## config.mk

```make
export PLATFORM = sky130hd
export DESIGN_NAME = spinn_pkt_arbiter
export DESIGN_NICKNAME = d
export VERILOG_FILES = /design/src/rtl/spinn_pkt_arbiter.sv
export SDC_FILE = /design/constraint.sdc
export NUM_CORES = 1
export LEC_CHECK = 0
export CORE_AREA = 2 2 144 146
export DETAILED_ROUTE_END_ITERATION = 10
export DIE_AREA = 0 0 146 148
export GPL_ROUTABILITY_DRIVEN = 0
export PLACE_DENSITY = 0.78
export SETUP_SLACK_MARGIN = 0.5
export SKIP_LAST_GASP = 1
export SYNTH_ARGS = -nofsm -noshare
export SYNTH_HDL_FRONTEND = slang
export SYNTH_SLANG_ARGS = --single-unit
export TNS_END_PERCENT = 20
```

## constraint.sdc

```tcl
create_clock -name clk -period 2.66 [get_ports clk]
set_clock_uncertainty 0.2 [all_clocks]
set_input_delay 0.532 -clock clk [delete_from_list [all_inputs] [get_ports clk]]
set_output_delay 0.532 -clock clk [all_outputs]
set_load 0.01 [all_outputs]
```

## src/rtl/spinn_pkt_arbiter.sv

```systemverilog
// Round-robin arbiter sharing one registered SpiNNaker packet output between
// NUM_SRC producers, with a timeout-driven dump mode and per-source drop counters.
module spinn_pkt_arbiter #(
    parameter int NUM_SRC      = 3,
    parameter int PKT_WIDTH    = 72,
    parameter int DUMP_TIMEOUT = 128,
    parameter int CNT_WIDTH    = 16
) (
    input  logic                           clk,
    input  logic                           rst_n,
    input  logic [NUM_SRC*PKT_WIDTH-1:0]   src_data,
    input  logic [NUM_SRC-1:0]             src_vld,
    output logic [NUM_SRC-1:0]             src_rdy,
    input  logic [NUM_SRC-1:0]             src_en,
    output logic [PKT_WIDTH-1:0]           opkt_data,
    output logic                           opkt_vld,
    input  logic                           opkt_rdy,
    output logic [1:0]                     opkt_src,
    output logic                           dump_mode,
    input  logic                           drop_cnt_clr,
    output logic [NUM_SRC*CNT_WIDTH-1:0]   drop_cnt
);

    // Valid/ready: a transfer happens on any cycle where vld & rdy are both high;
    // vld never depends on rdy and data stays stable while vld & ~rdy.
    typedef enum logic {FWD = 1'b0, DUMP = 1'b1} state_t;

    state_t                 state, state_nxt;
    logic [1:0]             ptr;
    logic [7:0]             timer;
    logic                   load;
    logic                   grant;
    logic                   win_vld;
    logic [1:0]             win_idx;
    logic [NUM_SRC-1:0]     cand;
    logic [CNT_WIDTH-1:0]   cnt [NUM_SRC];

    // The FSM state is observable directly: dump_mode is the state register.
    assign dump_mode = (state == DUMP);
    assign load      = ~opkt_vld | opkt_rdy;
    assign cand      = src_vld & src_en;
    assign grant     = (state == FWD) && load && win_vld;

    always_comb begin
        int idx;
        win_vld = 1'b0;
        win_idx = 2'd0;
        idx     = 0;
        for (int k = 0; k < NUM_SRC; k++) begin
            idx = (int'(ptr) + k) % NUM_SRC;
            if (!win_vld && cand[idx]) begin
                win_vld = 1'b1;
                win_idx = 2'(idx);
            end
        end
    end

    // Disabled sources are always drained; in DUMP every source is drained.
    always_comb begin
        src_rdy = ~src_en;
        for (int i = 0; i < NUM_SRC; i++) begin
            if (state == DUMP)
                src_rdy[i] = 1'b1;
            else if (grant && (int'(win_idx) == i))
                src_rdy[i] = 1'b1;
        end
    end

    always_comb begin
        state_nxt = state;
        case (state)
            FWD:     if (timer == 8'd0 && !opkt_rdy) state_nxt = DUMP;
            DUMP:    if (opkt_rdy) state_nxt = FWD;
            default: state_nxt = FWD;
        endcase
    end

    always_ff @(posedge clk or negedge rst_n) begin
        if (!rst_n) begin
            state     <= FWD;
            ptr       <= 2'd0;
            timer     <= 8'(DUMP_TIMEOUT);
            opkt_vld  <= 1'b0;
            opkt_data <= '0;
            opkt_src  <= 2'd0;
        end else begin
            state <= state_nxt;
            if (opkt_rdy)
                timer <= 8'(DUMP_TIMEOUT);
            else if (timer != 8'd0)
                timer <= timer - 8'd1;

            if (state == FWD && load) begin
                if (win_vld) begin
                    opkt_vld  <= 1'b1;
                    opkt_data <= src_data[int'(win_idx)*PKT_WIDTH +: PKT_WIDTH];
                    opkt_src  <= win_idx;
                    ptr       <= 2'((int'(win_idx) + 1) % NUM_SRC);
                end else begin
                    opkt_vld <= 1'b0;
                end
            end else if (state == DUMP && opkt_rdy) begin
                // The frozen packet leaves on this edge; nothing new is loaded in DUMP.
                opkt_vld <= 1'b0;
            end
        end
    end

    for (genvar g = 0; g < NUM_SRC; g++) begin : g_cnt
        always_ff @(posedge clk or negedge rst_n) begin
            if (!rst_n)
                cnt[g] <= '0;
            else if (drop_cnt_clr)
                cnt[g] <= '0;
            else if (state == DUMP && cand[g] && !(&cnt[g]))
                cnt[g] <= cnt[g] + 1'b1;
        end
        assign drop_cnt[g*CNT_WIDTH +: CNT_WIDTH] = cnt[g];
    end

endmodule

```

# Word-level counts from Yosys, hierarchy flattened
# Cells that the tools add are included.
# Widths: inputs -> output; s select.
# classes
shift	1
reduce_logical	33
n_div	4
n_lt_le_gt_ge	3
n_bitwise	5
n_eq_ne	2
multipliers	1
mux	35
addsub	7
# ops
op	n
$shiftx 216x10->72	1
$lt 32x4->1 const B	3
$mod 32x3->32 const B	3
$mux 16	6
$add 16x1->16 const B	3
$reduce_and 16->1	3
$mod 3x3->32 const B	1
$mux 1	20
$mux 8	2
$logic_and 1x1->1	15
$reduce_bool 2->1	5
$logic_not 8->1	1
$reduce_bool 8->1	1
$sub 8x1->8 const B	1
$add 2x1->3 const B	2
$bmux 1 s2	3
$logic_not 1->1	6
$mul 2x4->6 const B	1
$mux 2	3
$eq 2x2->1 const B	2
$add 2x2->3 const B	1
$and 3x3->3	1
$not 3->3	1
$logic_not 2->1	1
other kinds (4)	5
# word_totals
inputBits	226
ram_bits	0
mem_bits_ro	0
out_inout_bits	127
mem_count	0
latchBits	0
ff_bits	134

# Depth between registers and ports, before layout
# Gate-level depths: netlist of run 1.
# depth
depth_word	15
ltp_mapped	11

# Worst setup path before layout of run 1
# OpenSTA, ideal clock, no wires.
# synth_timing
path_kind	flip-flop to output port
startpoint	reg ptr[0]
endpoint	out src_rdy[2]
n_path_buf	2
t_arrival_ps	2230
required_time_ps	1928
path_stages_with_launch	9
path_slack_ps	-302
path_cell_list	dfrtp_1 > inv_1 > ha_1 > buf_4 > maj3_2 > a211oi_2 > o21bai_1 > buf_2 > o311ai_0
# synth_via
elab_chain_cells	15
word_cells_on_any_way	29
# synth_rtl
element	line	rtl
from (decl)	29	logic [1:0] ptr;
from (signal assigned)	98	ptr <= 2'((int'(win_idx) + 1) % NUM_SRC);
branches (longest 12 deep; another with $mod 32x3->32)	-	
$logic_and 1x1->1 *	64	else if (grant && (int'(win_idx) == i))
$mux 1 *	64	
$mux 1 *	62	if (state == DUMP)
to (decl)	13	output logic [NUM_SRC-1:0] src_rdy,
# Every way passes the cells marked *. The select of a mux whose other input is x is not followed.

# Final worst setup path of run 1
# layout_timing
startpoint	reg ptr[0]
endpoint	out src_rdy[0]
# layout_via
elab_chain_cells	15
word_cells_on_any_way	29
# layout_rtl
element	line
branches (longest 12 deep; another with $mod 32x3->32)	-
$logic_and 1x1->1 *	64
$mux 1 *	64
$mux 1 *	62
# Marks and branches as above.

==> results of run 1 <==
[registers in the layout, indices dropped and copies added, names as in the netlist]
name / cells
timer: 8
dump_mode: 1
opkt_src: 2
drop_cnt: 48
opkt_vld: 1
opkt_data: 72
ptr: 2
[path summary, 6_finish.rpt]
kind	slack, ps	to	depth (start not counted)
worst max register to register	-380	opkt_data[33]	15
worst min-delay path	280	opkt_data[65]	2
max in group asynchronous	1130	timer[7]	3
min in group asynchronous	420	drop_cnt[39]	2
worst min register to register	280	opkt_data[65]	2
worst max-delay path	-570	src_rdy[0]	9
[worst max-delay path: stages, from the launching register on]
cell and delay [ps]:
dfrtp_1 400, buf_6 130, ha_4 160, buf_6 120, or4_4 540, a21o_4 260, o41ai_4 60, or2_4 190
o211ai_1 70, buf_2 150
[layer usage]
metal  global-route usage [%]  wire length [um]
met2                    49.20             16100
met5                        0                 0
met4                    11.65               980
met1                    32.52             11960
met3                    7.222              2252
[cell usage in the layout (no fill, tap or decap), types with 11 or more instances in the layout]
master and count:
clkdlybuf4s50_1 347, nor2_1 140, dfrtp_1 133, nand2_1 89, a31oi_1 72, o31ai_1 65, buf_4 49, a21boi_1 40
xor2_1 28, a21boi_2 27, nand3_1 24, xnor2_1 20, clkbuf_16 18, nand4_1 15, and3_1 14, buf_12 14
buf_16 12, inv_1 11, buf_6 11
[per-stage QoR]
| step | TNS [ps] | utilization, % | setup slack (ps) | instances | hold WS [ps] |
|---|---|---|---|---|---|
| 3_3_place_gp | -54180 | 58.02 | -997.3 | 1453 | 258.7 |
| 6_report | -23160 | 66.09 | -567.3 | 1524 | 277.6 |
| 2_1_floorplan | -75.48 | - | -66.77 | 841 | 36.41 |
| 4_1_cts | -15770 | 65.22 | -542.5 | 1519 | 278.0 |
| 3_5_place_dp | -60520 | 58.02 | -1009 | 1453 | 264.6 |
| 5_1_grt | -29920 | 66.09 | -650.1 | 1524 | 303.9 |
[cell type report]
type                            count  area, sq um
Fill cell                        1625         6795
Timing Repair Buffer              445         4793
Multi-Input combinational cell    629         4124
Sequential cell                   134         3354
Clock buffer                       17        425.4
Tap cell                          270        337.8
Clock inverter                     15        153.9
Inverter                           14        55.05
[power groups by stage]
| stage | logic (mW) | registers, mW | clock network, mW |
|---|---|---|---|
| after floorplan | 2.99 | 3.30 | 0 |
| after global placement | 5.75 | 3.07 | 0 |
| after detailed placement | 5.86 | 3.09 | 0 |
| after CTS | 7.20 | 3.07 | 2.39 |
| after global routing | 8.02 | 3.15 | 2.49 |
| final | 7.53 | 3.08 | 2.35 |
[logic make-up (layout without fill, tap and decap cells)]
logic type | after synthesis | count (layout) | share of synthesized area [%]
AND/OR/NAND/NOR | 317 | 317 | 18.63
AO/OA/AOI/OAI | 250 | 250 | 24.03
flip-flops | 134 | 134 | 44.99
buffers and inverters | 78 | 491 | 4.531
XOR/XNOR | 48 | 48 | 5.639
adder cells (fa/ha/maj) | 9 | 9 | 1.494
multiplexers | 5 | 5 | 0.6880
[repair_timing]
| action | in CTS | in global routing |
|---|---|---|
| pin swaps | 28 | 31 |
| buffers inserted | 19 | 4 |
| cloned | 14 | 1 |
| hold buffers | 1 | 0 |
| resized for setup | 82 | 27 |
| setup endpoints to repair | 103 | 150 |
| endpoints found under the hold margin | 40 | 0 |
==> flow_metrics.tcl, run 1 <==
set metrics [dict create \
    grt_max_degree 71 \
    vdd_drop_max_mv 0.5788 \
    leakagePower_nw 5.561 \
    grt.overflow.total 0 \
    power_switching_mw 4.962 \
    dieArea_sq_um 21610 \
    io_pins 353 \
    worst_pin_slew_ps 708.5 \
    core_sq_um 20040 \
    cts_buffers 17 \
    fin_crit_sh_pct 121.3 \
    violations "setup timing" \
    layout-drive-gt1-share_pct 15.55 \
    r2r_start "ptr[0]" \
    async_flop_share_pct 100.0 \
    drv_cap 0 \
    clk_pin_slew_worst_paths_ps 60 \
    synth_nets 1075 \
    die_width_um 146 \
    yosysTopAreaCellShare_pct 44.64 \
    dr.pass1.iters 6 \
    hpwlAfterDp_mm 19.17 \
    cp-end-kind "output pin" \
    nNetsFinal 1475 \
    synth_commonest_cells "nor2_1, dfrtp_1, nand2_1" \
    route.detailed.drc 0 \
    syn_area_per_cell_sq_um 8.866 \
    initial_core_util_pct 37.21 \
    critPathRequiredTime_ps 1930 \
    clkLatencyLatePin_ps 410 \
    period_minus_slack_ps 3227 \
    p_per_area_nw_per_um2 978.1 \
    seqPwrFrac_pct 23.7 \
    setup_viol 76 \
    port_buffers 352 \
    antenna_cells 0 \
    vias 8363 \
    report.final.hold_viol_count 0 \
    cp-startpoint "ptr[0]" \
    syn_inst 841 \
    crit_fanout 4 \
    max_freq_ghz 0.3099 \
    grt_pass1_vias 8289 \
    clockPowerShare_pct 18.2 \
    synth_area_sq_um 7456 \
    synth_cell_types 56 \
    min_from "opkt_data[65]" \
    yosys_warnings 0 \
    finalInstanceArea_sq_um 13240 \
    start_kind "flop" \
    ys_seq_area_share_pct 44.99 \
    cts.sinks 134 \
    worstHoldPathType "reg -> reg" \
    dpl_cell_area_sq_um 11630 \
    synth.largest_area_cell "dfrtp_1" \
    switching_share_pct 38.31 \
    ys_ff_latch 134 \
    finalWorstSetupSlack_ps -567.3 \
    status "finished with violations" \
    via_per_inst 5.488 \
    cp_data_arrival_time_ps 2500 \
    dr.first_iter.drc_count 465 \
    area_delta_synth_final_pct 77.63 \
    synth_edf_count 0 \
    cts_tree "built" \
    rsz0062_at_grt "yes" \
    synthTopCellsByArea "dfrtp_1, o31ai_1, a21boi_1, nor2_1, a31oi_1" \
    slew_headroom_pct 52.76 \
    antenna_found_initial 0 \
    die_height_um 148 \
    num_rows 52 \
    final_antenna_net_count 0 \
    drv_slew 0 \
    grt_pass1_wl_mm 46.37 \
    grtUsageTotal_pct 27.97 \
    wl_per_cell_um 20.53 \
    power.internal_mw 7.991 \
    path_class "reg -> out" \
    ys.flop_type "dfrtp_1" \
    cts_htree_levels 4 \
    synth.most_common_cell "nor2_1" \
    p_total_mw 12.95 \
    drt-total-wl_mm 31.30 \
    cts-root-buf "clkbuf_16" \
    comb_power_share_pct 58.1 \
    clk_path_buf_depth 2 \
]
No activity file was read; power rests on OpenSTA's default activity.
==> inputs of run 2 (changes only) <==
--- a/config.mk
+++ b/config.mk
@@ -5,9 +5,9 @@
 export SDC_FILE = /design/constraint.sdc
 export NUM_CORES = 1
 export LEC_CHECK = 0
-export CORE_AREA = 2 2 144 146
+export CORE_AREA = 3 3 145 147
 export DETAILED_ROUTE_END_ITERATION = 10
-export DIE_AREA = 0 0 146 148
+export DIE_AREA = 0 0 148 150
 export GPL_ROUTABILITY_DRIVEN = 0
 export PLACE_DENSITY = 0.78
 export SETUP_SLACK_MARGIN = 0.5
==> flow_metrics.tcl, run 2 (same netlist as run 1, synthesis figures left out) <==
set metrics [dict create \
    power.internal_mw 7.897 \
    rr_endpoint "opkt_data[2]" \
    drt-total-wl_mm 29.67 \
    initial_core_util_pct 37.21 \
    cts_buffers 17 \
    grt.overflow.total 0 \
    seqPwrFrac_pct 24.0 \
    area_delta_synth_final_pct 78.20 \
    die_width_um 148 \
    cts.sinks 134 \
    setup_viol 77 \
    max_freq_ghz 0.3054 \
    antenna_found_initial 0 \
    final_antenna_net_count 0 \
    num_rows 52 \
    regMostFlops "opkt_data" \
    dpl_cell_area_sq_um 11600 \
    grt_pass1_wl_mm 43.82 \
    min_from "opkt_data[64]" \
    finalWorstSetupSlack_ps -613.9 \
    largest_reg_flops 72 \
    vdd_drop_max_mv 0.5182 \
    ff2ff_path_depth 15 \
    core_sq_um 20040 \
    status "finished with violations" \
    fillers 1560 \
    cp_data_arrival_time_ps 2540 \
    violations "setup timing" \
    crit_fanout 5 \
    io_pins 353 \
    hpwlAfterDp_mm 19.36 \
    p_total_mw 12.73 \
    period_minus_slack_ps 3274 \
    cts-root-buf "clkbuf_16" \
    die_height_um 150 \
    final_common_cell "clkdlybuf4s50_1" \
    worstHoldEndpoint "opkt_data[64]" \
    finalInstanceArea_sq_um 13290 \
    clockPowerShare_pct 17.8 \
    cts_htree_levels 4 \
    via_per_inst 5.403 \
    clk_path_buf_depth 2 \
    worstHoldPathType "reg -> reg" \
    fin_crit_sh_pct 123.1 \
    report.final.hold_viol_count 0 \
    r2r_start "ptr[1]" \
    grt_pass1_vias 8123 \
    power_switching_mw 4.831 \
    cp-end-kind "output pin" \
    worst_pin_slew_ps 626.2 \
    start_kind "flop" \
    hold_depth 2 \
    clk_pin_slew_worst_paths_ps 60 \
    rsz0062_at_grt "yes" \
    comb_power_share_pct 58.2 \
    slew_headroom_pct 58.17 \
    port_buffers 352 \
    dieArea_sq_um 22200 \
    cp-startpoint "ptr[1]" \
    drv_slew 0 \
    wl_per_cell_um 19.58 \
    whs_ps 273.2 \
    clkLatencyLatePin_ps 410 \
    path_class "reg -> out" \
    regToRegSetupSlack_ps -370 \
    grt_max_degree 78 \
    final_cell_mix "clkdlybuf4s50_1, nor2_1, dfrtp_1" \
    grtUsageTotal_pct 24.96 \
    switching_share_pct 37.96 \
    dr.first_iter.drc_count 424 \
    critPathRequiredTime_ps 1930 \
    cts_tree "built" \
    leakagePower_nw 5.450 \
    vias 8186 \
    p_per_area_nw_per_um2 958.0 \
    antenna_cells 0 \
    nNetsFinal 1466 \
    dr.pass1.iters 5 \
    route.detailed.drc 0 \
    layout-drive-gt1-share_pct 17.35 \
    drv_cap 0 \
]
[run 2: cell count changes in the layout (fill, tap and decap cells not counted), moves of 2 or more]
cell and delta:
a21boi_1 -16, a21boi_2 +20, a21boi_4 -3, a31oi_1 -13, a31oi_4 +13, buf_12 -2
buf_16 -5, buf_4 -4, bufbuf_16 -2, clkbuf_1 +2, clkbuf_16 +4, clkbuf_8 +2
clkdlybuf4s50_1 -2, inv_6 -2
[run 2: area by class of cell]
type / instances / area, sq um / area share, %
sequential: 134 / 3354 / 25.25
clock buffer: 21 / 460.4 / 3.465
multi-input combinational: 629 / 4340 / 32.67
clock inverter: 11 / 101.3 / 0.7628
tap: 270 / 337.8 / 2.543
timing repair buffer: 436 / 4639 / 34.92
inverter: 14 / 52.55 / 0.3955
[run 2: worst max path at each step]
stage                 end  slack (ps)  depth (start not counted)
5_1_grt        src_rdy[0]        -720                          9
3_5_place_dp   src_rdy[2]       -1000                          8
2_1_floorplan  src_rdy[0]         -70                          9
4_1_cts        src_rdy[0]        -540                          8
6_report       src_rdy[0]        -610                          7
3_3_place_gp   src_rdy[2]        -980                          8
[run 2: what timing repair did]
action                     4_1_cts  5_1_grt
hold buffers                     1        0
pin swaps                       12       29
setup buffers                    8       11
setup endpoints to repair      105      147
resized for setup               76       59
hold endpoints to repair        49        0
gates cloned                     8        5
[run 2: power groups by stage]
stage | Clock, mW | Combinational, mW | Sequential [mW]
2_1_floorplan | 0 | 2.99 | 3.30
3_3_place_gp | 0 | 5.73 | 3.05
3_5_place_dp | 0 | 5.83 | 3.07
4_1_cts | 2.30 | 6.70 | 3.05
5_1_grt | 2.40 | 7.93 | 3.14
6_report | 2.26 | 7.41 | 3.06
[run 2: layer usage]
layer | wire, um | vias to the layer above | global-route usage (%)
li1 | - | 3812 | -
met1 | 11910 | 4037 | 29.89
met2 | 15250 | 285 | 44.01
met3 | 1760 | 52 | 6.087
met4 | 748 | 0 | 8.453
met5 | 0 | - | 0
[run 2: stage by stage]
stage	setup WS (ps)	utilization [%]	std cells	setup TNS [ps]
after floorplan	-66.77	-	841	-75.48
after global placement	-980.1	57.87	1450	-53270
after detailed placement	-1004	57.87	1450	-57390
after CTS	-535.1	63.46	1499	-16410
after global routing	-724.0	66.30	1515	-30390
final	-613.9	66.30	1515	-24090
[run 2: critical path, cell delays in order, from the launching register on]
cell and delay (ps):
dfrtp_1 430, ha_4 290, maj3_2 330, a211oi_4 320
o21bai_4 130, or2_4 240, o211ai_1 200, buf_2 180
==> inputs of run 3 (changes only) <==
--- a/config.mk
+++ b/config.mk
@@ -9,9 +9,9 @@
 export DETAILED_ROUTE_END_ITERATION = 10
 export DIE_AREA = 0 0 148 150
 export GPL_ROUTABILITY_DRIVEN = 0
+export MAX_ROUTING_LAYER = met4
 export PLACE_DENSITY = 0.78
 export SETUP_SLACK_MARGIN = 0.5
-export SKIP_LAST_GASP = 1
 export SYNTH_ARGS = -nofsm -noshare
 export SYNTH_HDL_FRONTEND = slang
 export SYNTH_SLANG_ARGS = --single-unit
==> flow_metrics.tcl, run 3 (same netlist as run 1, synthesis figures left out) <==
set metrics [dict create \
    drv_cap 0 \
    dr.pass1.iters 5 \
    finalSetupTns_ps -25070 \
    status "finished with violations" \
    report.final.hold_viol_count 0 \
    port_buffers 352 \
    comb_power_share_pct 59.1 \
    drv_slew 0 \
    vias 8335 \
    grt_max_degree 78 \
    whs_ps 276.6 \
    antenna_found_initial 0 \
    clockPowerShare_pct 17.3 \
    via_per_inst 5.494 \
    grtUsageTotal_pct 25.86 \
    p_total_mw 13.06 \
    slew_headroom_pct 57.71 \
    p_per_area_nw_per_um2 956.5 \
    crit_fanout 4 \
    nNetsFinal 1467 \
    violations "setup timing" \
    switching_share_pct 38.66 \
    final_cell_mix "clkdlybuf4s50_1, nor2_1, dfrtp_1" \
    route.detailed.drc 0 \
    power.internal_mw 8.010 \
    largest_reg_flops 72 \
    cts-root-buf "clkbuf_16" \
    seqPwrFrac_pct 23.5 \
    fin_crit_sh_pct 121.9 \
    clkLatencyLatePin_ps 410 \
    drt-total-wl_mm 30.90 \
    fillers 1522 \
    hpwlAfterDp_mm 19.36 \
    layout-drive-gt1-share_pct 22.23 \
    cts_htree_levels 4 \
    area_delta_synth_final_pct 83.12 \
    grt_pass1_wl_mm 44.00 \
    wl_per_cell_um 20.37 \
    die_height_um 150 \
    cts.sinks 134 \
    die_width_um 148 \
    finalWorstSetupSlack_ps -582.9 \
    cp_data_arrival_time_ps 2510 \
    core_sq_um 20040 \
    clk_pin_slew_worst_paths_ps 60 \
    final_common_cell "clkdlybuf4s50_1" \
    dieArea_sq_um 22200 \
    power_switching_mw 5.049 \
    worstHoldPathType "reg -> reg" \
    leakagePower_nw 5.836 \
    final_antenna_net_count 0 \
    io_pins 353 \
    rsz0062_at_grt "yes" \
    dr.first_iter.drc_count 401 \
    finalNonFillerCells 1517 \
    grt.overflow.total 0 \
    period_minus_slack_ps 3243 \
    max_freq_ghz 0.3084 \
    cts_buffers 17 \
    cp-end-kind "output pin" \
    start_kind "primary input" \
    num_rows 52 \
    clk_path_buf_depth 2 \
    critPathRequiredTime_ps 1930 \
    path_class "in -> out" \
    dp.cells 1450 \
    vdd_drop_max_mv 0.5431 \
    cts_tree "built" \
    initial_core_util_pct 37.21 \
    grt_pass1_vias 8211 \
    worst_pin_slew_ps 634.3 \
    setup_viol 77 \
    regMostFlops "opkt_data" \
]
==> run 3: final timing paths <==
path / to / cells past startpoint / slack [ps] / startpoint
max in group asynchronous: drop_cnt[13] / 3 / 1170 / rst_n
setup reg to reg: opkt_data[18] / 15 / -420 / ptr[1]
hold reg to reg: opkt_data[19] / 2 / 280 / opkt_data[19]
min in group asynchronous: drop_cnt[35] / 2 / 450 / rst_n
setup / recovery: src_rdy[0] / 8 / -580 / src_vld[1]
hold / removal: opkt_data[19] / 2 / 280 / opkt_data[19]
==> run 3: power groups by stage <==
stage          sequential, mW  combinational [mW]  clock (mW)
3_3_place_gp             3.05                5.73           0
3_5_place_dp             3.07                5.83           0
5_1_grt                  3.16                8.21        2.40
4_1_cts                  3.06                6.88        2.30
6_report                 3.07                7.72        2.26
2_1_floorplan            3.30                2.99           0
==> run 3: what timing repair did <==
action	4_1_cts	5_1_grt
setup endpoints to repair	105	132
hold buffers	1	0
buffers inserted	8	13
gates resized for setup	140	100
hold endpoints to repair	49	0
gates cloned	8	4
pin swaps	60	54
==> run 3: layer usage <==
layer / track usage (%) / wire length [um]
met1: 30.71 / 12270
met2: 44.44 / 16060
met3: 5.239 / 1790
met4: 8.083 / 784
met5: - / 0
==> run 3: cell type report <==
| cell class | count | area [sq um] | area share [%] |
|---|---|---|---|
| multi-input combinational | 629 | 4654 | 34.09 |
| antenna | 1 | 2.502 | 0.01833 |
| tap | 270 | 337.8 | 2.474 |
| inverter | 14 | 52.55 | 0.3849 |
| sequential | 134 | 3369 | 24.68 |
| clock inverter | 11 | 101.3 | 0.7423 |
| clock buffer | 21 | 460.4 | 3.372 |
| timing repair buffer | 437 | 4674 | 34.24 |
==> run 3: worst max-delay path: stages <==
cell and delay (ps):
clkdlybuf4s50_1 510, a22oi_2 100, maj3_2 330, a211oi_4 300, o21bai_4 120, or2_4 240
o211ai_1 200, buf_2 180
==> run 3: per-stage QoR <==
step | setup WS (ps) | instance area [sq um] | utilization, %
after floorplan | -66.77 | 7562 | -
after global placement | -980.1 | 11600 | 57.87
after detailed placement | -1004 | 11600 | 57.87
after CTS | -535.1 | 12880 | 64.25
after global routing | -646.6 | 13650 | 68.12
final | -582.9 | 13650 | 68.13
